`config.mk`:
```
export PLATFORM = sky130hd
export DESIGN_NAME = interrupt_sequencer_flat
export DESIGN_NICKNAME = d
export VERILOG_FILES = /design/src/rtl/interrupt_sequencer_pkg.sv /design/src/rtl/interrupt_sequencer_if.sv /design/src/rtl/interrupt_sequencer_int_flag_reg.sv /design/src/rtl/interrupt_sequencer.sv /design/src/flat_wrapper.sv
export SDC_FILE = /design/constraint.sdc
export NUM_CORES = 1
export LEC_CHECK = 0
export ABC_CLOCK_PERIOD_IN_PS = 1850
export CAP_MARGIN = 20
export CORE_MARGIN = 2
export CORE_UTILIZATION = 35
export DETAILED_ROUTE_END_ITERATION = 10
export GPL_ROUTABILITY_DRIVEN = 0
export PLACE_DENSITY = 0.77
export REMOVE_ABC_BUFFERS = 1
export SKIP_CTS_REPAIR_TIMING = 1
export SYNTH_ARGS = -nofsm -noshare
export SYNTH_HDL_FRONTEND = slang
export SYNTH_SLANG_ARGS = --single-unit
```
`constraint.sdc`:
```
create_clock -name clk -period 1.85 [get_ports clk]
set_clock_uncertainty 0.1 [all_clocks]
set_input_delay 0.37 -clock clk [delete_from_list [all_inputs] [get_ports clk]]
set_output_delay 0.37 -clock clk [all_outputs]
set_load 0.01 [all_outputs]
```
`src/rtl/interrupt_sequencer_pkg.sv`:
```
// Shared types and constants for the interrupt sequencer: FSM states, Q-phase
// markers and the per-state decode of the decoder control strobes.
package interrupt_sequencer_pkg;

  typedef enum logic [1:0] {
    ST_IDLE = 2'd0,
    ST_ENT1 = 2'd1,
    ST_ENT2 = 2'd2
  } state_e;

  localparam logic [1:0]  Q_PUSH     = 2'd1;
  localparam logic [1:0]  Q_LAST     = 2'd3;
  localparam logic [12:0] DEF_VECTOR = 13'h004;

  typedef struct packed {
    logic dec_hold;
    logic instr_flush;
    logic stack_push;
    logic pc_vec_load;
    logic int_active;
  } seq_ctl_t;

  // ENT1 discards the fetched word; ENT2 pushes the PC at Q1 and vectors at Q3.
  function automatic seq_ctl_t ctl_decode(state_e st, logic [1:0] q);
    seq_ctl_t c;
    c = '0;
    case (st)
      ST_ENT1: begin
        c.dec_hold    = 1'b1;
        c.int_active  = 1'b1;
        c.instr_flush = (q == Q_LAST);
      end
      ST_ENT2: begin
        c.dec_hold    = 1'b1;
        c.int_active  = 1'b1;
        c.stack_push  = (q == Q_PUSH);
        c.pc_vec_load = (q == Q_LAST);
        c.instr_flush = (q == Q_LAST);
      end
      default: ;
    endcase
    return c;
  endfunction

endpackage

```
`src/rtl/interrupt_sequencer_if.sv`:
```
// Decoder/CPU-side bundle of the interrupt sequencer. The slave modport is the
// sequencer itself; the master modport is the decoder/core that drives it.
interface interrupt_sequencer_if #(
  parameter int NUM_SRC  = 4,
  parameter int PC_WIDTH = 13
);
  logic [1:0]          q_count;
  logic                instr_done;
  logic [NUM_SRC-1:0]  int_src;
  logic [NUM_SRC-1:0]  int_en;
  logic [NUM_SRC-1:0]  flag_clr;
  logic                gie_wr_en;
  logic                gie_wr_data;
  logic                retfie_exec;
  logic                dec_hold;
  logic                instr_flush;
  logic                stack_push;
  logic                pc_vec_load;
  logic [PC_WIDTH-1:0] pc_vec;
  logic                gie;
  logic [NUM_SRC-1:0]  int_flags;
  logic                int_active;

  modport master (
    output q_count, instr_done, int_src, int_en, flag_clr,
           gie_wr_en, gie_wr_data, retfie_exec,
    input  dec_hold, instr_flush, stack_push, pc_vec_load, pc_vec,
           gie, int_flags, int_active
  );

  modport slave (
    input  q_count, instr_done, int_src, int_en, flag_clr,
           gie_wr_en, gie_wr_data, retfie_exec,
    output dec_hold, instr_flush, stack_push, pc_vec_load, pc_vec,
           gie, int_flags, int_active
  );
endinterface

```
`src/rtl/interrupt_sequencer_int_flag_reg.sv`:
```
// One interrupt source: rising-edge detect feeding a sticky flag where a new
// edge beats a software clear arriving in the same clock.
module int_flag_reg (
  input  logic clk,
  input  logic rst,
  input  logic src_i,
  input  logic clr_i,
  output logic flag_o
);
  logic src_q, flag_q, flag_d;

  assign flag_d = (src_i & ~src_q) | (flag_q & ~clr_i);

  always_ff @(posedge clk) begin
    if (rst) begin
      src_q  <= 1'b0;
      flag_q <= 1'b0;
    end else begin
      src_q  <= src_i;
      flag_q <= flag_d;
    end
  end

  assign flag_o = flag_q;
endmodule

```
`src/rtl/interrupt_sequencer.sv`:
```
// Interrupt sequencer: latches source flags, owns GIE and forces a two
// instruction-cycle CALL to VECTOR when an enabled flag is pending at a boundary.
module interrupt_sequencer
  import interrupt_sequencer_pkg::*;
#(
  parameter int                  NUM_SRC  = 4,
  parameter int                  PC_WIDTH = 13,
  parameter logic [PC_WIDTH-1:0] VECTOR   = PC_WIDTH'(DEF_VECTOR)
) (
  input logic                  clk,
  input logic                  rst,
  interrupt_sequencer_if.slave bus
);
  logic [NUM_SRC-1:0] flags;
  state_e             state_q, state_d;
  logic               gie_q, gie_d;
  logic               boundary, take;
  seq_ctl_t           ctl;

  int_flag_reg u_flag [NUM_SRC-1:0] (
    .clk   (clk),
    .rst   (rst),
    .src_i (bus.int_src),
    .clr_i (bus.flag_clr),
    .flag_o(flags)
  );

  assign boundary = bus.instr_done && (bus.q_count == Q_LAST);
  assign take     = gie_q && |(flags & bus.int_en);

  always_ff @(posedge clk) begin
    if (rst) state_q <= ST_IDLE;
    else     state_q <= state_d;
  end

  // Entry states advance on Q3 only, so each spans one full instruction cycle.
  always_comb begin
    state_d = state_q;
    case (state_q)
      ST_IDLE: if (boundary && take)        state_d = ST_ENT1;
      ST_ENT1: if (bus.q_count == Q_LAST)   state_d = ST_ENT2;
      ST_ENT2: if (bus.q_count == Q_LAST)   state_d = ST_IDLE;
      default:                              state_d = ST_IDLE;
    endcase
  end

  always_comb begin
    ctl = ctl_decode(state_q, bus.q_count);
  end

  // Entry clear outranks software writes, which outrank RETFIE.
  always_comb begin
    gie_d = gie_q;
    if (state_q == ST_ENT2 && bus.q_count == Q_PUSH) gie_d = 1'b0;
    else if (bus.gie_wr_en)                          gie_d = bus.gie_wr_data;
    else if (bus.retfie_exec)                        gie_d = 1'b1;
  end

  always_ff @(posedge clk) begin
    if (rst) gie_q <= 1'b0;
    else     gie_q <= gie_d;
  end

  assign bus.dec_hold    = ctl.dec_hold;
  assign bus.instr_flush = ctl.instr_flush;
  assign bus.stack_push  = ctl.stack_push;
  assign bus.pc_vec_load = ctl.pc_vec_load;
  assign bus.int_active  = ctl.int_active;
  assign bus.pc_vec      = VECTOR;
  assign bus.gie         = gie_q;
  assign bus.int_flags   = flags;
endmodule

```
`src/flat_wrapper.sv`:
```
// flat-port wrapper written by rule: the top's interface ports become plain ports
module interrupt_sequencer_flat import interrupt_sequencer_pkg::*;
#(
  parameter int                  NUM_SRC  = 4,
  parameter int                  PC_WIDTH = 13,
  parameter logic [PC_WIDTH-1:0] VECTOR   = PC_WIDTH'(DEF_VECTOR)
)
  (clk, rst, bus_q_count, bus_instr_done, bus_int_src, bus_int_en, bus_flag_clr, bus_gie_wr_en, bus_gie_wr_data, bus_retfie_exec, bus_dec_hold, bus_instr_flush, bus_stack_push, bus_pc_vec_load, bus_pc_vec, bus_gie, bus_int_flags, bus_int_active);
  interrupt_sequencer_if #(.NUM_SRC(NUM_SRC), .PC_WIDTH(PC_WIDTH)) bus_i ();
  input logic clk;
  input logic rst;
  input wire logic [$bits(bus_i.q_count)-1:0] bus_q_count;
  input wire logic [$bits(bus_i.instr_done)-1:0] bus_instr_done;
  input wire logic [$bits(bus_i.int_src)-1:0] bus_int_src;
  input wire logic [$bits(bus_i.int_en)-1:0] bus_int_en;
  input wire logic [$bits(bus_i.flag_clr)-1:0] bus_flag_clr;
  input wire logic [$bits(bus_i.gie_wr_en)-1:0] bus_gie_wr_en;
  input wire logic [$bits(bus_i.gie_wr_data)-1:0] bus_gie_wr_data;
  input wire logic [$bits(bus_i.retfie_exec)-1:0] bus_retfie_exec;
  output wire logic [$bits(bus_i.dec_hold)-1:0] bus_dec_hold;
  output wire logic [$bits(bus_i.instr_flush)-1:0] bus_instr_flush;
  output wire logic [$bits(bus_i.stack_push)-1:0] bus_stack_push;
  output wire logic [$bits(bus_i.pc_vec_load)-1:0] bus_pc_vec_load;
  output wire logic [$bits(bus_i.pc_vec)-1:0] bus_pc_vec;
  output wire logic [$bits(bus_i.gie)-1:0] bus_gie;
  output wire logic [$bits(bus_i.int_flags)-1:0] bus_int_flags;
  output wire logic [$bits(bus_i.int_active)-1:0] bus_int_active;
  assign bus_i.q_count = bus_q_count;
  assign bus_i.instr_done = bus_instr_done;
  assign bus_i.int_src = bus_int_src;
  assign bus_i.int_en = bus_int_en;
  assign bus_i.flag_clr = bus_flag_clr;
  assign bus_i.gie_wr_en = bus_gie_wr_en;
  assign bus_i.gie_wr_data = bus_gie_wr_data;
  assign bus_i.retfie_exec = bus_retfie_exec;
  assign bus_dec_hold = bus_i.dec_hold;
  assign bus_instr_flush = bus_i.instr_flush;
  assign bus_stack_push = bus_i.stack_push;
  assign bus_pc_vec_load = bus_i.pc_vec_load;
  assign bus_pc_vec = bus_i.pc_vec;
  assign bus_gie = bus_i.gie;
  assign bus_int_flags = bus_i.int_flags;
  assign bus_int_active = bus_i.int_active;
  interrupt_sequencer #(.NUM_SRC(NUM_SRC), .PC_WIDTH(PC_WIDTH), .VECTOR(VECTOR)) u_core (.clk(clk), .rst(rst), .bus(bus_i));
endmodule
```
# [Word level (Yosys, flattened, before mapping)]
# Cells that the tools add are included.
# Widths: inputs -> output; s select.
[word_totals] ff_bits=11 inputBits=20 out_inout_bits=23 wordCells=57
[op_classes] eq_ne=7 n_mux=9 n_bitwise=21 n_reduce_logical=10
[ops] cell="$mux 2" count=5
[ops] cell="$and 1x1->1" count=8
[ops] cell="$not 1->1" count=8
[ops] cell="$ne 2x1->1 const B" count=3
[ops] cell="$pmux 2 s3" count=1
[ops] cell="$and 4x4->4" count=1
[ops] cell="$eq 2x1->1 const B" count=2
[ops] cell="$eq 2x2->1 const B" count=2
[ops] cell="$logic_and 1x1->1" count=4
[ops] cell="$or 1x1->1" count=4
[ops] cell="$reduce_or 2->1" count=2
[ops] cell="$reduce_or 4->1" count=1
[ops] cell="$mux 1" count=3
[ops] cell="$reduce_and 3->1" count=1
[ops] cell="$logic_not 2->1" count=1
[ops] cell="$reduce_bool 2->1" count=1

# [Longest topological paths before layout]
# Gate-level depths: netlist (run 1).
[depth] ltp_word=6 mapped_depth=6 ltp_nobuf=6

# [Hierarchy]
# From an unflattened synthesis (run 1), not the netlist that was laid out.
[unflattened] hier_cells=68 area_unflattened_um2=633.1
[modules_own_cells] module="interrupt_sequencer" n_inst=1 cells_per_inst=44 area_each_um2=362.8 seq_area_each_um2=60.1
[modules_own_cells] module="int_flag_reg" n_inst=4 cells_per_inst=6 area_each_um2=67.6 seq_area_each_um2=40.0

# [Worst setup path after synthesis (run 1)]
# No wires, ideal clock.
[synth_path] path_type="register to output" startpoint="register u_core.state_q[0]" endpoint="output bus_instr_flush" t_arrival_ps=972 t_required_ps=1380 slack_ps=408 path_stages_with_launch=4 n_path_buf=0 path_cell_list="dfxtp_1 > inv_1 > ha_1 > and3_1"
[synth_between] elab_chain_len=3 word_cells_on_any_way=4 cone_classes="eq/ne: 2; mux: 1; reduce/logical: 1"
[synth_rtl] item="start, declared" line="interrupt_sequencer.sv:15" rtl="state_e state_q, state_d;"
[synth_rtl] item="start signal, assigned" line="interrupt_sequencer.sv:33" rtl="else state_q <= state_d;"
[synth_rtl] item="$eq 2x1->1 / $eq 2x2->1 (equally long branches)" line="interrupt_sequencer_pkg.sv:27" rtl="case (st)"
[synth_rtl] item="$reduce_or 2->1 (no line) (*)"
[synth_rtl] item="$mux 2 (*)"
[synth_rtl] item="end, declared" line="flat_wrapper.sv:21" rtl="output wire logic [$bits(bus_i.instr_flush)-1:0] bus_instr_flush;"
# Mark *: on every way between the ends. The rest lies on a longest branch, timed or not.

# [Final worst setup path (run 1)]
[layout_path] startpoint="register u_core.state_q[1]" endpoint="output bus_instr_flush"
# The elaborated chain is that of the path after synthesis.

==> results of run 1 <==
tightest hold or removal path: stages (launching register included):
cell,delay (ns)
dfxtp_1,0.30
nand2b_1,0.09
a21oi_1,0.05
worst paths after layout:
| check | from | to | slack [ns] | depth (start not counted) |
|---|---|---|---|---|
| worst min-delay path | u_core.u_flag[1].src_q | u_core.u_flag[1].flag_o | 0.39 | 2 |
| worst max-delay path | u_core.state_q[1] | bus_instr_flush | 0.07 | 4 |
| worst max register to register | u_core.state_q[1] | u_core.state_q[0] | 0.41 | 7 |
| worst min register to register | u_core.u_flag[1].src_q | u_core.u_flag[1].flag_o | 0.39 | 2 |
stage by stage:
step	power, uW	instances
floorplan	405	66
global placement	550	126
detailed placement	559	126
CTS	727	130
global route	760	130
finish	710	130
layer usage:
layer | global-route usage, % | vias to the layer above | share of wire [%]
met5 | 0 | - | 0
met4 | 6.67 | 0 | 0
met3 | 3.85 | 0 | 12
met2 | 21.9 | 33 | 48
met1 | 11.9 | 240 | 40
li1 | - | 272 | -
cell usage after synthesis:
| master | count | area [um2] |
|---|---|---|
| a21oi_1 | 6 | 30.0 |
| a221oi_2 | 1 | 15.0 |
| a22o_1 | 1 | 8.76 |
| and3_1 | 2 | 12.5 |
| buf_4 | 18 | 135 |
| clkbuf_1 | 1 | 3.75 |
| conb_1 | 2 | 7.51 |
| dfxtp_1 | 11 | 220 |
| ha_1 | 4 | 50.1 |
| inv_1 | 2 | 7.51 |
| mux2i_1 | 2 | 20.0 |
| nand2_1 | 1 | 3.75 |
| nand2b_1 | 11 | 68.8 |
| nand4_1 | 1 | 6.26 |
| nor2_1 | 4 | 15.0 |
| nor2b_1 | 4 | 25.0 |
| nor3_1 | 1 | 5.00 |
| o22a_2 | 1 | 10.0 |
| or2b_1 | 1 | 7.51 |
registers in the layout, indices dropped and copies added (netlist names):
register,flops
u_core.bus.gie,1
u_core.state_q,2
u_core.u_flag.flag_o,4
u_core.u_flag.src_q,4
area by class of cell:
type                    count  share of cell area, %
multi-input cells          53                   34.1
inverters                   2                  0.778
flip-flops and latches     11                   23.1
repair buffers             35                   36.1
well taps                  25                   3.24
clock buffers               4                   2.72
cell families (layout without fill, tap and decap cells):
kind of cell | after synthesis | count (layout) | synth area share [%]
and+or+nand+nor | 25 | 25 | 22.1
DFF | 11 | 11 | 33.8
other | 2 | 13 | 1.15
muxes | 2 | 2 | 3.07
buffers and inverters | 21 | 41 | 22.5
AOI/OAI and AO/OA | 9 | 9 | 9.79
adders and majority gates | 4 | 4 | 7.68
report_power, final:
part	leakage (uW)	internal (uW)	switching [uW]
clock	0.0000150	83.3	79.9
sequential	0.0000921	261	11.5
combinational	0.000392	162	112
==> qor.yml, run 1 <==
crit_path_max_incr_delay_ns: 0.35
dp_hpwl_um: 1020
core_mm2: 0.00175
fin_ws_ns: 0.0669
synth-seq-area-share_pct: 33.8
grt_pass1_vias: 470
fp-row-count: 15
vdd_drop_max_v: 0.000412
critical_path_required_ns: 1.38
area_delta_synth_final_pct: 48.0
cp-start-kind: "register"
layout_common_cells: "clkdlybuf4s50_1 (24), conb_1 (13), nand2b_1 (11), dfxtp_1 (9)"
nFillCells: 172
grt.total_usage_pct: 12.0
cts_tree: "yes"
wl_um: 1220
cellPowerDensity_mw_per_mm2: 736
setup_viol: 0
cts_buffer_depth: 2
cts_buffers: 3
start_util_pct: 37.3
rsz0062_at_grt: "false"
yosysWarnings: 0
cts-root-buf: "clkbuf_4"
gr-total-overflow: 0
crit_slowest_cell: "dfxtp_2"
critPathArrivalTime_ns: 1.31
pre_cts_slack_ns: -0.243
synth_cell_type_count: 19
power.leakage_uw: 0.000499
path_buf_inv: 2
ant_nets: 0
h-tree-depth: 1
synth_seq_cells: 11
wl_per_cell_um: 9.35
synth_area_um2: 652
diodes: 0
post-route-util_pct: 55.3
crit_path_end_kind: "primary output"
final_common_cell: "clkdlybuf4s50_1"
maxCapViolations: 0
nNetsFinal: 130
grt_pass1_wl_um: 1820
die_x_um: 47.2
status: "finished clean"
finalSetupTns_ns: 0
path_clk_slew_ns: 0.08
die_area_mm2: 0.00222
multi_input_area_um2: 329
ff_latch_area_um2: 223
viasPerCell: 4.19
critPathTopFamily: "flip-flops"
min_path_type: "register to register"
worstPathCellList: "inv_1 -> ha_1 -> and3_1 -> dlymetal6s2s_1"
worst-setup-path-type: "register to primary output"
grt_max_degree: 14
fmax_mhz: 561
antenna_found_initial: 0
fin_crit_sh_pct: 96.4
stdcell_area_um2: 965
layout-drive-gt1-share_pct: 13.3
drt_pass1_iterations: 4
die_h_um: 47.2
synth_cells: 74
worstPathMaxFanout: 3
dr.first_iter.drc_count: 4
numPortBuffers: 29
hold_viol: 0
post-route-min-period_ns: 1.78
clock-sinks: 11
hold-worst-slack_ns: 0.389
vias: 545
ioPinCount: 43
drv_slew: 0
placed_area_um2: 921
clkLatencyLatePin_ns: 0.27
syn-mean-instance-area_um2: 8.81
drc_errors: 0
Note: power is estimated with default switching activity, not from simulation.
==> run 2: changes to the inputs <==
--- a/config.mk
+++ b/config.mk
@@ -6,14 +6,13 @@
 export NUM_CORES = 1
 export LEC_CHECK = 0
 export ABC_CLOCK_PERIOD_IN_PS = 1850
-export CAP_MARGIN = 20
 export CORE_MARGIN = 2
 export CORE_UTILIZATION = 35
+export CTS_CLUSTER_DIAMETER = 150
 export DETAILED_ROUTE_END_ITERATION = 10
 export GPL_ROUTABILITY_DRIVEN = 0
 export PLACE_DENSITY = 0.77
 export REMOVE_ABC_BUFFERS = 1
-export SKIP_CTS_REPAIR_TIMING = 1
 export SYNTH_ARGS = -nofsm -noshare
 export SYNTH_HDL_FRONTEND = slang
 export SYNTH_SLANG_ARGS = --single-unit
==> qor.yml, run 2 (synthesized netlist as in run 1, its figures left out) <==
intPower_uw: 508
p_clk_share_pct: 22.8
min_path_type: "register to register"
h-tree-depth: 1
cts_tree: "yes"
hold_viol: 0
wl_per_cell_um: 9.84
rrSetupSlack_ns: 0.40
ant_nets: 0
grt_pass1_wl_um: 1920
grt_max_degree: 14
crit_end: "bus_pc_vec_load"
post-route-util_pct: 54.6
switching_share_pct: 29.6
fin_ws_ns: 0.0669
final_common_cell: "clkdlybuf4s50_1"
pre_cts_slack_ns: -0.243
vdd_drop_max_v: 0.000400
maxCapViolations: 0
r2r_start: "u_core.state_q[1]"
cp-start-kind: "primary input"
clkLatencyLatePin_ns: 0.26
drc_errors: 0
ioPinCount: 43
path_clk_slew_ns: 0.07
crit_path_max_incr_delay_ns: 0.52
fin_crit_sh_pct: 96.4
layout-drive-gt1-share_pct: 16.2
worstPathCellList: "clkdlybuf4s50_1 -> and3_1 -> dlygate4sd2_1"
power_frac_comb_pct: 39.3
clock-sinks: 11
cts-root-buf: "clkbuf_4"
p_sw_uw: 214
dp_hpwl_um: 1020
numPortBuffers: 29
wl_um: 1280
crit_path_end_kind: "primary output"
status: "finished clean"
fp-row-count: 15
critical_path_required_ns: 1.38
die_area_mm2: 0.00222
dr.first_iter.drc_count: 3
grt_pass1_vias: 466
setup_viol: 0
die_h_um: 47.2
r2r_end: "u_core.state_q[0]"
hold-worst-slack_ns: 0.390
cellPowerDensity_mw_per_mm2: 757
placed_area_um2: 921
cts_buffer_depth: 2
viasPerCell: 4.15
rsz0062_at_grt: "false"
fmax_mhz: 561
vias: 539
crit_slowest_cell: "clkdlybuf4s50_1"
critPathLaunch: "bus_q_count[1]"
post-route-min-period_ns: 1.78
nNetsFinal: 130
post_cts_buffers: 0
worstPathMaxFanout: 4
power_frac_seq_pct: 38.0
antenna_found_initial: 0
drt_pass1_iterations: 2
gr-total-overflow: 0
critPathArrivalTime_ns: 1.31
worst-setup-path-type: "primary input to primary output"
die_x_um: 47.2
cts_buffers: 3
layout_common_cells: "clkdlybuf4s50_1 (24), conb_1 (13), nand2b_1 (11), dfxtp_1 (9)"
drv_slew: 0
stdcell_area_um2: 953
power.leakage_uw: 0.000427
core_mm2: 0.00175
start_util_pct: 37.3
grt.total_usage_pct: 12.9
area_delta_synth_final_pct: 46.3
diodes: 0
reg2reg_depth: 7
==> run 2: what timing repair did <==
item	4_1_cts	5_1_grt
gates resized for setup	8	5
gates cloned	0	0
pin swaps	1	0
hold endpoints to repair	0	0
hold buffers	0	0
endpoints found under the setup margin	5	5
==> run 2: cell type report <==
| class | instances | area, um2 |
|---|---|---|
| Fill cell | 175 | 792 |
| Multi-Input combinational cell | 53 | 339 |
| Timing Repair Buffer | 35 | 327 |
| Sequential cell | 11 | 223 |
| Tap cell | 25 | 31.3 |
| Clock buffer | 4 | 26.3 |
| Inverter | 2 | 7.51 |
==> run 2: layer usage <==
metal / GRT usage (%) / part of all wire (%) / routed length (um)
met1: 13.1 / 41 / 519
met2: 23.6 / 49 / 627
met3: 3.85 / 10 / 132
met4: 6.67 / 0 / 0
met5: 0 / 0 / 0
==> run 2: worst max-delay path: cells and delay by family <==
family,cells,cell delay (ns)
buffers and inverters,2,0.79
and+or+nand+nor,1,0.16
==> run 2: power groups by stage <==
stage / registers [uW] / logic [uW] / clock network [uW]
5_1_grt: 279 / 314 / 180
3_3_place_gp: 276 / 274 / 0
3_5_place_dp: 276 / 282 / 0
4_1_cts: 273 / 278 / 173
6_report: 274 / 283 / 164
2_1_floorplan: 280 / 125 / 0
==> run 2: how the worst min path moves through the flow <==
stage	to	cells after the start	slack (ns)	startpoint
floorplan	u_core.u_flag[0].flag_o	1	0.34	rst
global placement	u_core.u_flag[0].flag_o	2	0.37	u_core.u_flag[0].src_q
detailed placement	u_core.u_flag[2].flag_o	2	0.38	u_core.u_flag[2].src_q
CTS	u_core.u_flag[2].flag_o	2	0.39	u_core.u_flag[2].src_q
global route	u_core.u_flag[2].flag_o	2	0.41	u_core.u_flag[2].src_q
finish	u_core.u_flag[2].flag_o	2	0.39	u_core.u_flag[2].src_q
==> run 2: stage by stage <==
stage / TNS (ns) / total power, uW / std cells
final: 0 / 722 / 130
after global routing: 0 / 773 / 130
after CTS: -0.00366 / 724 / 130
after detailed placement: -0.640 / 559 / 126
after global placement: -0.598 / 550 / 126
after floorplan: 0 / 405 / 66
==> run 3: changes to the inputs <==
--- a/config.mk
+++ b/config.mk
@@ -13,6 +13,7 @@
 export GPL_ROUTABILITY_DRIVEN = 0
 export PLACE_DENSITY = 0.77
 export REMOVE_ABC_BUFFERS = 1
+export SLEW_MARGIN = 10
 export SYNTH_ARGS = -nofsm -noshare
 export SYNTH_HDL_FRONTEND = slang
 export SYNTH_SLANG_ARGS = --single-unit
==> results of run 3 <==
Final layout, timing and power as in run 2 (identical DEF).
